**config.mk**
```make
export PLATFORM = sky130hd
export DESIGN_NAME = if_fetch_unit
export DESIGN_NICKNAME = d
export VERILOG_FILES = /design/src/rtl/if_fetch_unit.sv
export SDC_FILE = /design/constraint.sdc
export NUM_CORES = 1
export LEC_CHECK = 0
export CORE_UTILIZATION = 40
export DETAILED_ROUTE_END_ITERATION = 16
export HOLD_SLACK_MARGIN = 0.02
export PLACE_DENSITY_LB_ADDON = 0.12
export SLEW_MARGIN = 20
export SYNTH_ARGS = -nofsm -noshare
export SYNTH_HDL_FRONTEND = slang
export SYNTH_SLANG_ARGS = --single-unit
```
**constraint.sdc**
```tcl
create_clock -name CLK -period 4 [get_ports CLK]
set_input_delay 0.8 -clock CLK [delete_from_list [all_inputs] [get_ports CLK]]
set_output_delay 0.8 -clock CLK [all_outputs]
set_load 0.02 [all_outputs]
```
**src/rtl/if_fetch_unit.sv**
```systemverilog
// if_fetch_unit: PC register, IF/ID pipeline register and run/halt fetch control.
module if_fetch_unit #(
  parameter logic [31:0] PC_RESET    = 32'h0000_0000,
  parameter logic [5:0]  HALT_OPCODE = 6'b111111
) (
  input  logic        CLK,
  input  logic        Reset,
  output logic [7:0]  im_addr,
  input  logic [31:0] im_instr,
  input  logic        stall,
  input  logic        redirect,
  input  logic [31:0] redirect_pc,
  output logic [31:0] pc,
  output logic [31:0] if_id_instr,
  output logic [31:0] if_id_pc4,
  output logic        if_id_valid,
  output logic        halted
);
  typedef enum logic {RUN, HALT} state_t;
  state_t      state, state_n;
  logic [31:0] pc_n, instr_n, pc4_n, pc_inc;
  logic        valid_n;
  assign pc_inc  = pc + 32'd4;
  assign im_addr = pc[9:2];
  assign halted  = state == HALT;
  always_ff @(posedge CLK or posedge Reset) begin
    if (Reset) begin
      state       <= RUN;
      pc          <= PC_RESET;
      if_id_instr <= '0;
      if_id_pc4   <= '0;
      if_id_valid <= 1'b0;
    end else begin
      state       <= state_n;
      pc          <= pc_n;
      if_id_instr <= instr_n;
      if_id_pc4   <= pc4_n;
      if_id_valid <= valid_n;
    end
  end
  // A halt word is still passed down the pipe so it can retire; only the PC freezes.
  always_comb begin
    state_n = state;
    pc_n    = pc;
    instr_n = if_id_instr;
    pc4_n   = if_id_pc4;
    valid_n = if_id_valid;
    if (redirect) begin
      pc_n    = redirect_pc & ~32'd3;
      instr_n = '0;
      pc4_n   = '0;
      valid_n = 1'b0;
      state_n = RUN;
    end else if (!stall && state == HALT) begin
      instr_n = '0;
      pc4_n   = '0;
      valid_n = 1'b0;
    end else if (!stall) begin
      instr_n = im_instr;
      pc4_n   = pc_inc;
      valid_n = 1'b1;
      if (im_instr[31:26] == HALT_OPCODE) state_n = HALT;
      else pc_n = pc_inc;
    end
  end
endmodule

```
==> flow_summary.toml, run 1 <==
[pwr]
p_int_mw = 1.87
ir_drop_v = 0.000267
p_clk_share_pct = 36.6
power_density_mw_per_mm2 = 389
combPwrFrac_pct = 20.0
swShare_pct = 26.9
switchingPower_mw = 0.689
p_seq_share_pct = 43.4
p_leak_nw = 2.65

[timing]
maxClockFrequency_mhz = 366
min_period_ps = 2730
period_share_pct = 68.3
relSlewSlack_pct = 37.7
skew_ps = 7.07
setup-violations-final = 0
finalSetupTns_ps = 0
rsz0062_at_grt = "no"
hold_viol = 0
slew_viol_final = 0
worstMarginPinSlew_ps = 935

[final_layout]
fin_cells = 745
regArea_sq_mm = 0.00238
syn2layout_area_growth_pct = 44.5
final_core_util_pct = 59.9
drive_above_1_share_pct = 5.79
fillers = 1013
fin_nets = 669
multi_input_area_sq_mm = 0.00193
antenna_cells = 0

[synthesis]
ys_top_cells_by_count = "dfrtp_1, nand2_1, o21ai_0, a22o_1, xor2_1"
synth_most_common_cell = "dfrtp_1"
synth_area_sq_mm = 0.00455
synth_edf_count = 0
yosysUniqueCellTypes = 38
syn_avg_cell_area_sq_um = 10.0
synth_top_cell_by_area = "dfrtp_1"
synth_ff_type = "dfrtp_1"
synth-seq-cells = 95
syn_inst = 454
yosysWarnings = 0
synth_area_leaders = "dfrtp_1, a22o_1, nand2_1"
synth_top_cell_area_share_pct = 52.2
ys_async_sr_fraction_pct = 100
ys_seq_area_share_pct = 52.2

[drt]
dr.pass1.iters = 4
finalWirelength_um = 12200
vias_per_cell = 5.20
drc_errors = 0
dr_total_vias = 3872
routedWlPerCell_um = 16.3
drtAntennaViolNets = 0
drtIter0Drc = 167

[global_routing]
grt_pass1_vias = 3801
overflow = 0
grt_pass1_wl_um = 19300
antenna_found_initial = 0
grt_max_degree = 56
track_usage_pct = 21.4

[floorplan]
rows = 38
top_level_ports = 174
chipHeight_um = 109
die-area_sq_mm = 0.0118
initial_utilization_pct = 41.4
core-area_sq_mm = 0.0110
die_x_um = 109

[setup_path]
start_kind = "register"
crit_family = "simple AND/OR/NAND/NOR gates"
path_class = "reg -> reg"
cp.arrival_ps = 2950
critPathMaxStageDelay_ps = 710
path_cells = "ha_1 -> nand4_1 -> nor3_1 -> nand2_1 -> o211a_1 -> a221o_1"
critPathRequiredTime_ps = 4220
end_kind = "register"
crit_fanout = 7
cpMaxStageDelayCell = "nor3_1"
crit_buf_inv = 0

[placement]
gp_congestion = 0.739
hpwlAfterDp_um = 8360
numPortBuffers = 169
dp_cells = 729

[clock_network]
cts_tree = "built"
ctsRootBufferMaster = "clkbuf_16"
cts_setup_buffers = 0
cts_resized = 0
ctsHoldBuffers = 0
clk-insertion-delay-late_ps = 340
clk_pin_slew_ps = 70
tritoncts.num_buffers = 9
clock-sinks = 95
cts_buffer_depth = 2
htreeDepth = 3

[outcome]
status = "finished clean"

[run]
drv_cap = 0

[worst_hold_path]
hold_class = "reg -> reg"
## worst paths after layout
check | start | to | slack, ps | depth (start not counted)
worst max-delay path | pc[2] | if_id_pc4[22] | 1270 | 6
worst min-delay path | if_id_pc4[17] | if_id_pc4[17] | 480 | 2
max in group asynchronous | Reset | if_id_instr[22] | 2310 | 3
worst max register to register | pc[2] | if_id_pc4[22] | 1270 | 6
worst min register to register | if_id_pc4[17] | if_id_pc4[17] | 480 | 2
min in group asynchronous | Reset | if_id_pc4[31] | 930 | 2
## cell type report
class	count	share of cell area, %
clock buffers	13	3.96
clock inverters	3	0.989
inverters	3	0.209
multi-input cells	314	29.3
flip-flops and latches	95	36.1
well taps	140	2.66
repair buffers	177	26.7
## tightest hold or removal path: cells and delay by family (launching register included)
kind | cells | cell delay [ps]
AO/OA/AOI/OAI | 1 | 60
flip-flops | 1 | 340
AND/OR/NAND/NOR | 1 | 40
## power groups by stage
stage          sequential [mW]  clock (mW)  combinational (mW)
4_1_cts                   1.11       0.953               0.518
3_5_place_dp              1.13           0               0.515
2_1_floorplan             1.19           0               0.191
6_report                  1.11       0.937               0.511
5_1_grt                   1.12       0.995               0.551
3_3_place_gp              1.12           0               0.509
## layer usage
metal | vias up | track usage (%) | share of wire (%)
li1 | 1852 | - | -
met1 | 1895 | 29.4 | 45
met2 | 115 | 34.3 | 48
met3 | 10 | 3.59 | 5.3
met4 | 0 | 7.53 | 1.2
met5 | - | 0 | 0
## state kept, by name, summed over array words and instances (netlist names)
name	count
halted	1
if_id_valid	1
pc	30
if_id_instr	32
if_id_pc4	31
## kinds of logic after synthesis
| logic type | count (synthesis) | synth area share, % |
|---|---|---|
| AND/OR/NAND/NOR | 161 | 17.1 |
| flip-flops | 95 | 52.2 |
| AO/OA/AOI/OAI | 94 | 13.7 |
| XOR/XNOR | 54 | 10.4 |
| buffers and inverters | 46 | 5.77 |
| multiplexers | 2 | 0.467 |
| adder cells (fa/ha/maj) | 1 | 0.275 |
| other | 1 | 0.0824 |
## per-stage QoR
| step | total power [mW] | setup WS [ps] | hold WS [ps] | cell area, sq um |
|---|---|---|---|---|
| 4_1_cts | 2.58 | 1270 | 484 | 6580 |
| 6_report | 2.56 | 1270 | 476 | 6580 |
| 5_1_grt | 2.67 | 1060 | 504 | 6580 |
| 3_3_place_gp | 1.63 | 1210 | 464 | 6250 |
| 2_1_floorplan | 1.38 | 723 | 590 | 4550 |
| 3_5_place_dp | 1.64 | 1170 | 470 | 6250 |
## cell usage in the layout (no fill, tap or decap), types with 3 or more instances in the layout
cell             instances
nand4_1                 15
dfrtp_1                 95
or3_1                    3
and3_1                   4
nor2_1                  14
nor4_1                   5
nor3_1                  11
nand3_1                 18
clkdlybuf4s50_1        168
xnor2_1                 24
o21ai_0                 52
or2_2                    4
nand2_1                 74
clkbuf_16                9
buf_4                    7
xor2_1                  30
a22o_1                  36
Power figures use the tool's default switching activity.
==> run 2, diff against run 1 <==
Clock period 4 ns to 2.4 ns, I/O delays scaled along.
==> run 2 against run 1 <==
Effect of this change:
- sequential share of layout area shrank 0.74 points
- non-clock buffer count increased by 17
- die area stayed put
- clock power up 46%
- sequential power grew 64%
- global-route usage is 0.22 points higher
- worst setup slack got worse by 1000 ps
- via count increased by 3.0%
- critical path type unchanged
- critical endpoint is now pc[20]
- largest power group unchanged
==> flow_summary.toml, run 2 (synthesis results as in run 1) <==
[clock_network]
ctsRootBufferMaster = "clkbuf_16"
cts_tree = "built"
htreeDepth = 3
cts_setup_buffers = 0
tritoncts.num_buffers = 9
cts_buffer_depth = 2
ctsHoldBuffers = 0
clk_pin_slew_ps = 70
clk-insertion-delay-late_ps = 340
cts_resized = 0
clock-sinks = 95

[final_layout]
largest_reg_flops = 32
reg.largest.list = "if_id_instr (32), if_id_pc4 (31), pc (30)"
regArea_sq_mm = 0.00238
fin_nets = 686
multi_input_area_sq_mm = 0.00193
antenna_cells = 0
drive_above_1_share_pct = 8.68
top_register = "if_id_instr"
layout_commonest_cell = "clkdlybuf4s50_1"
fillers = 968
syn2layout_area_growth_pct = 47.6
layout_common_cells = "clkdlybuf4s50_1, dfrtp_1, nand2_1"

[setup_path]
path_class = "reg -> reg"
reg2reg_to = "pc[20]"
start_kind = "register"
regToRegSetupSlack_ps = 240
critPathRequiredTime_ps = 2670
rr_startpoint = "pc[8]"
cpMaxStageDelayCell = "or4_4"
cp.arrival_ps = 2430
path_cells = "nand3_2 -> or4_4 -> or4_1 -> xor2_1 -> o21ai_1"
end_kind = "register"
r2r_cells = 5
critPathMaxStageDelay_ps = 610
crit_fanout = 6

[drt]
vias_per_cell = 5.23
finalWirelength_um = 12400
routedWlPerCell_um = 16.3
dr.pass1.iters = 4
drc_errors = 0
dr_total_vias = 3988
drtIter0Drc = 186
drtAntennaViolNets = 0

[pwr]
combPwrFrac_pct = 22.5
swShare_pct = 29.2
p_leak_nw = 2.72
finalPower_mw = 4.12
switchingPower_mw = 1.20
p_int_mw = 2.91
ir_drop_v = 0.000346
power_density_mw_per_mm2 = 613
p_seq_share_pct = 44.2
p_clk_share_pct = 33.3

[timing]
finalSetupTns_ps = 0
skew_ps = 5.59
rsz0062_at_grt = "no"
period_share_pct = 89.8
finalWorstSetupSlack_ps = 244
hold_viol = 0
setup-violations-final = 0
relSlewSlack_pct = 60.5
min_period_ps = 2160
maxClockFrequency_mhz = 464
slew_viol_final = 0
worstMarginPinSlew_ps = 592

[worst_hold_path]
min_delay_path_depth = 2
holdPathEnd = "if_id_pc4[31]"
hold_class = "reg -> reg"
hold_start = "if_id_pc4[31]"

[run]
drv_cap = 0

[placement]
hpwlAfterDp_um = 8640
pre_cts_ws_ps = 189
gp_congestion = 0.782
numPortBuffers = 169

[global_routing]
grt_pass1_wl_um = 19700
overflow = 0
antenna_found_initial = 0
grt_pass1_vias = 3880
grt_max_degree = 96
track_usage_pct = 21.6

[outcome]
status = "finished clean"

[floorplan]
top_level_ports = 174
die_x_um = 109
chipHeight_um = 109
initial_utilization_pct = 41.4
core-area_sq_mm = 0.0110
rows = 38
die-area_sq_mm = 0.0118
-- run 2: metrics by stage --
stage,hold WS [ps],area (sq um),cells,util [%]
finish,480,6720,762,61.1
global route,517,6720,762,61.1
CTS,487,6720,762,61.1
detailed placement,470,6430,746,58.6
global placement,462,6430,746,58.6
floorplan,590,4560,455,-
-- run 2: final cells by class --
cell class / count / share of cell area [%]
Timing Repair Buffer: 194 / 28.8
Multi-Input combinational cell: 314 / 28.7
Clock inverter: 6 / 0.671
Inverter: 3 / 0.224
Sequential cell: 95 / 35.4
Tap cell: 140 / 2.61
Clock buffer: 10 / 3.56
-- run 2: worst max-delay path by stage --
stage	start	end	slack, ps
finish	pc[8]	pc[20]	240
floorplan	pc[2]	if_id_pc4[22]	140
detailed placement	stall	pc[20]	190
CTS	pc[8]	pc[20]	250
global route	pc[3]	pc[19]	110
global placement	stall	pc[20]	190
-- run 2: power by group through the flow --
stage	Combinational (mW)	Clock [mW]	Sequential, mW
4_1_cts	0.934	1.40	1.82
6_report	0.924	1.37	1.82
3_3_place_gp	0.919	0	1.85
2_1_floorplan	0.319	0	1.98
3_5_place_dp	0.930	0	1.85
5_1_grt	0.991	1.47	1.84
-- run 2: routing by layer --
layer  part of all wire [%]  global-route usage (%)  vias up  wire length, um
met2                     49                    35.1      115             6060
met1                     44                    28.9     1965             5470
li1                       -                       -     1894                -
met4                    1.6                    8.30        0              199
met3                    5.4                    3.83       14              670
met5                      0                       0        -                0
-- run 2: worst max-delay path, delay by kind of cell (launching register included) --
family / cells / cell delay, ps
and+or+nand+nor: 3 / 1330
DFF: 1 / 480
AOI/OAI and AO/OA: 1 / 120
xor gates and xnor gates: 1 / 160
==> run 3, diff against run 2 <==
Settings changed: CORE_ASPECT_RATIO set to 0.9, CORE_MARGIN set to 1, HOLD_SLACK_MARGIN 0.02 to 0.08.
==> run 3 against run 2 <==
Effect of this change:
- clock skew increased by 4.6 ps
- design area rose by 0.91%
- first-iteration DRC count shrank 23%
- combinational power is 0.8% lower
- critical endpoint is now pc[19]
- largest power group unchanged
- highest routed layer unchanged
==> flow_summary.toml, run 3 (synthesis results as in run 1) <==
[timing]
hold-worst-slack_ps = 480
hold_viol = 0
maxClockFrequency_mhz = 456
skew_ps = 10.2
worstMarginPinSlew_ps = 661
min_period_ps = 2190
setup-violations-final = 0
rsz0062_at_grt = "no"
period_share_pct = 91.4
slew_viol_final = 0
finalSetupTns_ps = 0
relSlewSlack_pct = 55.9

[worst_hold_path]
hold_class = "reg -> reg"

[floorplan]
die_x_um = 114
core-area_sq_mm = 0.0109
top_level_ports = 174
rows = 36
die-area_sq_mm = 0.0118
chipHeight_um = 103
initial_utilization_pct = 41.6

[drt]
drtIter0Drc = 144
dr.pass1.iters = 4
drtAntennaViolNets = 0
drc_errors = 0
dr_total_vias = 3936
routedWlPerCell_um = 15.8
finalWirelength_um = 12300
vias_per_cell = 5.07

[pwr]
power_density_mw_per_mm2 = 634
p_leak_nw = 2.76
ir_drop_v = 0.000507

[setup_path]
crit_family = "simple AND/OR/NAND/NOR gates"
cpMaxStageDelayCell = "or4_1"
end_kind = "register"
path_cells = "nand4_1 -> or4_1 -> nor4_1 -> xnor2_1 -> o21ai_0"
path_class = "reg -> reg"
crit_fanout = 8
start_kind = "register"
crit_buf_inv = 0
critPathRequiredTime_ps = 2600
critPathMaxStageDelay_ps = 720
cp.arrival_ps = 2390

[placement]
dp_cells = 761
hpwlAfterDp_um = 8840
gp_congestion = 0.821
numPortBuffers = 169

[final_layout]
reg.largest.list = "if_id_instr (32), if_id_pc4 (31), pc (30)"
fin_nets = 689
antenna_cells = 0
layout_common_cells = "clkdlybuf4s50_1, dfrtp_1, nand2_1"
syn2layout_area_growth_pct = 48.9
drive_above_1_share_pct = 8.96
top_register = "if_id_instr"
largest_reg_flops = 32
layout_commonest_cell = "clkdlybuf4s50_1"
final_core_util_pct = 61.9
fin_cells = 777

[clock_network]
clk-insertion-delay-late_ps = 330
clk_pin_slew_ps = 70
ctsHoldBuffers = 0
cts_resized = 0
clock-sinks = 95
cts_tree = "built"
htreeDepth = 3
tritoncts.num_buffers = 9
cts_setup_buffers = 0
cts_buffer_depth = 2
ctsRootBufferMaster = "clkbuf_16"

[global_routing]
track_usage_pct = 21.2
grt_pass1_vias = 3792
antenna_found_initial = 0
grt_pass1_wl_um = 19500
grt_max_degree = 43
overflow = 0

[run]
drv_cap = 0

[outcome]
status = "finished clean"
-- run 3: final timing paths --
| path | startpoint | end | slack (ps) | cells past startpoint |
|---|---|---|---|---|
| max | pc[2] | pc[19] | 210 | 5 |
| min | if_id_pc4[28] | if_id_pc4[28] | 480 | 2 |
| max reg2reg | pc[2] | pc[19] | 210 | 5 |
| min reg2reg | if_id_pc4[28] | if_id_pc4[28] | 480 | 2 |
| max in group asynchronous | Reset | pc[23] | 1160 | 3 |
| min in group asynchronous | Reset | if_id_pc4[31] | 590 | 2 |
-- run 3: area by class of cell --
class                           instances  area, sq um
Multi-Input combinational cell        314         1930
Clock inverter                          6         91.3
Tap cell                              152          190
Sequential cell                        95         2380
Inverter                                3         15.0
Timing Repair Buffer                  197         1950
Fill cell                             951         4170
Clock buffer                           10          229
-- run 3: power by group --
| group | leakage (nW) | total, mW | internal, mW | switching [mW] |
|---|---|---|---|---|
| Sequential | 1.23 | 1.83 | 1.71 | 0.114 |
| Combinational | 1.36 | 0.917 | 0.464 | 0.453 |
| Clock | 0.157 | 1.55 | 0.922 | 0.630 |
| Total | 2.76 | 4.30 | 3.10 | 1.20 |
-- run 3: metal layers --
layer | vias up | routed length (um) | global-route usage, %
met5 | - | 0 | 0
met4 | 0 | 97 | 5.29
met3 | 6 | 503 | 3.85
met2 | 101 | 5880 | 34.5
met1 | 1923 | 5830 | 29.5
li1 | 1906 | - | -
-- run 3: per-stage QoR --
step	setup WS (ps)	power (mW)	instance area (sq um)
floorplan	142	2.30	4560
CTS	195	4.33	6780
global placement	213	2.76	6460
global route	40.0	4.46	6780
finish	207	4.30	6780
detailed placement	214	2.77	6460
-- run 3: worst register-to-register path, delay by kind of cell (launching register included) --
| family | cells | cell delay (ps) |
|---|---|---|
| AOI/OAI and AO/OA | 1 | 90 |
| xor gates and xnor gates | 1 | 160 |
| DFF | 1 | 480 |
| and+or+nand+nor | 3 | 1340 |
